--- src/rtl/power_unit_if.sv ---
// Handshake bundle for power_unit: start/d/e request side, busy/done/q/overflow result side.
// Latency: n/a (wires only).
// Backpressure: none; the master must watch busy, and a start raised while busy is dropped.
interface power_unit_if #(
   parameter int N  = 4,
   parameter int M  = N * 2,
   parameter int EW = 4
);
   logic          start;
   logic [N-1:0]  d;
   logic [EW-1:0] e;
   logic          busy;
   logic          done;
   logic [M-1:0]  q;
   logic          overflow;

   modport master (
      output start, d, e,
      input  busy, done, q, overflow
   );

   modport slave (
      input  start, d, e,
      output busy, done, q, overflow
   );
endinterface

--- src/rtl/power_unit.sv ---
// Iterative unsigned power q = d**e using right-to-left square-and-multiply, one exponent bit per clock.
// Latency: bitlen(e)+1 cycles from the start edge to done (1 for e=0, EW+1 for e=2**EW-1).
// Backpressure: start is only accepted in IDLE (including the done cycle); POWER_UNIT_SATURATE_EN clamps q to all ones on overflow.
module power_unit #(
   parameter int N  = 4,
   parameter int M  = N * 2,
   parameter int EW = 4
) (
   input logic         clock,
   input logic         reset,
   power_unit_if.slave bus
);

   // The result register must be able to hold the zero-extended base.
   if (M < N) begin : g_width_check
      $error("power_unit: M must be >= N");
   end

   typedef enum logic {IDLE, RUN} state_t;

   state_t        state;
   logic [M-1:0]  res;
   logic [M-1:0]  base;
   logic [EW-1:0] exp;
   logic          res_ovf;
   logic          base_ovf;

   logic [2*M-1:0] mul_prod;
   logic [2*M-1:0] sq_prod;
   logic           mul_hi;
   logic           sq_hi;
   logic [M-1:0]   final_q;

   // Full-width products; any set upper half means the true value no longer fits in M bits.
   always_comb begin
      mul_prod = {{M{1'b0}}, res} * {{M{1'b0}}, base};
      sq_prod  = {{M{1'b0}}, base} * {{M{1'b0}}, base};
      mul_hi   = |mul_prod[2*M-1:M];
      sq_hi    = |sq_prod[2*M-1:M];
   end

   // Value presented on q at done: truncated, or clamped when saturation is built in.
   always_comb begin
`ifdef POWER_UNIT_SATURATE_EN
      final_q = res_ovf ? {M{1'b1}} : res;
`else
      final_q = res;
`endif
   end

   // Control FSM and datapath; an overflowed square only matters once it is multiplied into res.
   always_ff @(posedge clock or posedge reset) begin
      if (reset) begin
         state        <= IDLE;
         res          <= '0;
         base         <= '0;
         exp          <= '0;
         res_ovf      <= 1'b0;
         base_ovf     <= 1'b0;
         bus.busy     <= 1'b0;
         bus.done     <= 1'b0;
         bus.q        <= '0;
         bus.overflow <= 1'b0;
      end else begin
         case (state)
            IDLE: begin
               bus.done <= 1'b0;
               if (bus.start) begin
                  res      <= {{(M-1){1'b0}}, 1'b1};
                  base     <= M'(bus.d);
                  exp      <= bus.e;
                  res_ovf  <= 1'b0;
                  base_ovf <= 1'b0;
                  bus.busy <= 1'b1;
                  state    <= RUN;
               end
            end
            RUN: begin
               if (exp == '0) begin
                  bus.q        <= final_q;
                  bus.overflow <= res_ovf;
                  bus.done     <= 1'b1;
                  bus.busy     <= 1'b0;
                  state        <= IDLE;
               end else begin
                  if (exp[0]) begin
                     res     <= mul_prod[M-1:0];
                     res_ovf <= res_ovf | mul_hi | base_ovf;
                  end
                  base     <= sq_prod[M-1:0];
                  base_ovf <= base_ovf | sq_hi;
                  exp      <= exp >> 1;
               end
            end
            default: state <= IDLE;
         endcase
      end
   end

endmodule

--- src/flat_wrapper.sv ---
// flat-port wrapper written by rule: the top's interface ports become plain ports
module power_unit_flat 
#(
   parameter int N  = 4,
   parameter int M  = N * 2,
   parameter int EW = 4
)
  (clock, reset, bus_start, bus_d, bus_e, bus_busy, bus_done, bus_q, bus_overflow);
  power_unit_if #(.N(N), .M(M), .EW(EW)) bus_i ();
  input logic clock;
  input logic reset;
  input wire logic [$bits(bus_i.start)-1:0] bus_start;
  input wire logic [$bits(bus_i.d)-1:0] bus_d;
  input wire logic [$bits(bus_i.e)-1:0] bus_e;
  output wire logic [$bits(bus_i.busy)-1:0] bus_busy;
  output wire logic [$bits(bus_i.done)-1:0] bus_done;
  output wire logic [$bits(bus_i.q)-1:0] bus_q;
  output wire logic [$bits(bus_i.overflow)-1:0] bus_overflow;
  assign bus_i.start = bus_start;
  assign bus_i.d = bus_d;
  assign bus_i.e = bus_e;
  assign bus_busy = bus_i.busy;
  assign bus_done = bus_i.done;
  assign bus_q = bus_i.q;
  assign bus_overflow = bus_i.overflow;
  power_unit #(.N(N), .M(M), .EW(EW)) u_core (.clock(clock), .reset(reset), .bus(bus_i));
endmodule
--- config.mk ---
export PLATFORM = sky130hd
export DESIGN_NAME = power_unit_flat
export DESIGN_NICKNAME = d
export VERILOG_FILES = /design/src/rtl/power_unit_if.sv /design/src/rtl/power_unit.sv /design/src/flat_wrapper.sv
export SDC_FILE = /design/constraint.sdc
export NUM_CORES = 1
export LEC_CHECK = 0
export CORE_UTILIZATION = 28
export CTS_CLUSTER_SIZE = 30
export DETAILED_ROUTE_END_ITERATION = 16
export HOLD_SLACK_MARGIN = 0.03
export PLACE_DENSITY = 0.42
export REMOVE_ABC_BUFFERS = 1
export SYNTH_ARGS = -nofsm -noshare
export SYNTH_HDL_FRONTEND = slang
export SYNTH_SLANG_ARGS = --single-unit
--- constraint.sdc ---
create_clock -name clock -period 13.48 [get_ports clock]
set_input_delay 4.044 -clock clock [delete_from_list [all_inputs] [get_ports clock]]
set_output_delay 4.044 -clock clock [all_outputs]
set_load 0.01 [all_outputs]
==> qor.csv <==
stage;metric;value;unit
critical_path;critical_path.max_fanout;12;
clocking;ctsHoldBuffers;0;
grt;grt_pass1_vias;4319;
grt;grt_max_degree;35;
sta;relSlewSlack;0.456;
detailed_routing;routed_wl;12.4;mm
grt;grtUsageTotal;0.146;
grt;grt_pass1_wl;21.5;mm
sta;slew_violations;0;
layout;finalNonFillerCells;813;
synthesis;syn-mean-instance-area;8.96;µm²
sta;worst_pin_slew;816;ps
sta;hold_violations;0;
grt;antenna_found_initial;0;
layout;areaGrowthSynthToFinish;11.2;%
clocking;htreeDepth;2;
synthesis;synth_cell_types;47;
sta;rsz0062_at_grt;no;
detailed_routing;wire_per_inst;15.2;µm
run_status;status;finished, final reports clean;
layout;mostFrequentLayoutCells;inv_1, ha_1, fa_1;
worst_hold_path;hold_class;flop to flop;
critical_path;endpoint_kind;flop;
critical_path;cp-start-kind;primary input;
clocking;insertion_delay;280;ps
layout;utilization;0.318;
clocking;cts_tree;done;
clocking;cts_inserted_buffers;5;
die;core_area;0.0180;mm²
synthesis;synth_ff_type;dfrtp_1;
layout;fill_cells;1926;
clocking;clk_path_buf_depth;2;
place;dp_cells;806;
worst_hold_path;holdCritStartpoint;u_core.bus.busy;
layout;antennaDiodeCount;0;
clocking;clock-sinks;34;
critical_path;rr_startpoint;u_core.base[2];
sta;fin_crit;5840;ps
die;die_area;0.0189;mm²
clocking;cts_root_buffer;clkbuf_16;
synthesis;yosysWarnings;0;
job;drv_cap;0;
sta;clock.fmax;171;MHz
sta;whs;489;ps
grt;grt_remaining_overflow;0;
synthesis;syn_inst;575;
detailed_routing;drt_pre_antenna_iters;4;
critical_path;critical_path_required;13640;ps
sta;finalCritPeriodShare;0.433;
detailed_routing;viasPerCell;4.73;
place;io_buffer_count;21;
sta;setup_viol;0;
synthesis;synth.cell_area;0.00515;mm²
place;gp_congestion;0.806;
clocking;cts_setup_buffers;0;
layout;final_common_cell;inv_1;
layout;layout-drive-gt1-share;0.0428;
clocking;clk_pin_slew;60;ps
die;start_util;0.286;
die;num_rows;49;
detailed_routing;vias;3845;
die;fp.dieH;138;µm
die;io_pins;22;
detailed_routing;drt_iter0_drc;199;
synthesis;synth_edf_count;0;
place;dp_hpwl;9.64;mm
critical_path;arrival;6000;ps
sta;fin_skew;4.92;ps
detailed_routing;drc;0;
layout;nNetsFinal;720;
critical_path;criticalPathCategory;primary input to flop;
synthesis;synth-seq-area-share;0.165;
die;chipWidth;138;µm
clocking;cts_resized;0;
synthesis;ys_async_sr_fraction;1.00;
detailed_routing;antenna_left;0;
synthesis;ys_seq_elements;34;
critical_path;crit_start;bus_start;
sta;setup_tns;0;ps
## Yosys cell counts (all sizes together) (6+ instances only)
cell type	count	area share
dfrtp	34	0.17
nand2	59	0.043
nor2	17	0.012
nand2b	8	0.0097
mux2i	9	0.017
mux2	10	0.022
a21o	6	0.0087
ha	64	0.16
nand3	7	0.0068
inv	101	0.074
a211oi	7	0.010
a21oi	18	0.017
xnor2	11	0.019
fa	61	0.24
clkbuf	20	0.015
o21ai	24	0.023
and2	52	0.063
## worst max-delay path: stages
cell and delay (ps):
clkdlybuf4s50_1 580, nand2b_1 350, a21oi_1 250, o221ai_1 140, nor4_2 260, o2111ai_1 150, o221a_1 220
## layout make-up
cell class | instances | area [µm²] | share of cell area
flip-flops and latches | 34 | 851 | 0.149
repair buffers | 24 | 233 | 0.0406
multi-input cells | 418 | 3840 | 0.670
inverters | 101 | 379 | 0.0662
well taps | 229 | 287 | 0.0500
clock buffers | 5 | 125 | 0.0218
clock inverters | 2 | 15.0 | 0.00262
## worst paths after layout
kind / endpoint / slack (ps) / cells past startpoint
worst max-delay path: u_core.res_ovf / 7640 / 7
worst min-delay path: u_core.bus.busy / 490 / 2
worst max register to register: u_core.res_ovf / 8380 / 16
worst min register to register: u_core.bus.busy / 490 / 2
max in group asynchronous: u_core.bus.q[5] / 8980 / 3
min in group asynchronous: u_core.bus.q[0] / 4180 / 3
## cells by family (layout without fill, tap and decap cells)
family | Yosys count | after routing | share of synthesized area
xor gates and xnor gates | 15 | 15 | 0.0255
and+or+nand+nor | 169 | 169 | 0.170
buffers and inverters | 123 | 132 | 0.0899
adders and majority gates | 125 | 125 | 0.393
DFF | 34 | 34 | 0.165
AOI/OAI and AO/OA | 90 | 90 | 0.117
muxes | 19 | 19 | 0.0394
## layer usage
metal  track usage  wire length [µm]  vias up
met3        0.0162               199       10
met2         0.263              6220       31
met5             0                 0        -
li1              -                 -     1880
met4        0.0263               122        0
met1         0.187              5850     1924
## registers in the layout, summed over array words and instances, names as in the netlist
name and count:
u_core.bus.done 1, u_core.bus.overflow 1, u_core.bus.busy 1, u_core.base 8, u_core.exp 4, u_core.final_q 8, u_core.state 1, u_core.res_ovf 1
u_core.bus.q 8, u_core.base_ovf 1
## metrics by stage
| step | instance area, µm² | setup slack [ps] |
|---|---|---|
| after floorplan | 5070 | 8260 |
| after global placement | 5590 | 7330 |
| after detailed placement | 5590 | 7310 |
| after CTS | 5730 | 7610 |
| after global routing | 5730 | 7370 |
| final | 5730 | 7640 |
Power is left out: the tool's default activity adds up to more than one toggle a clock period on the data nets, which glitch-free logic cannot reach.
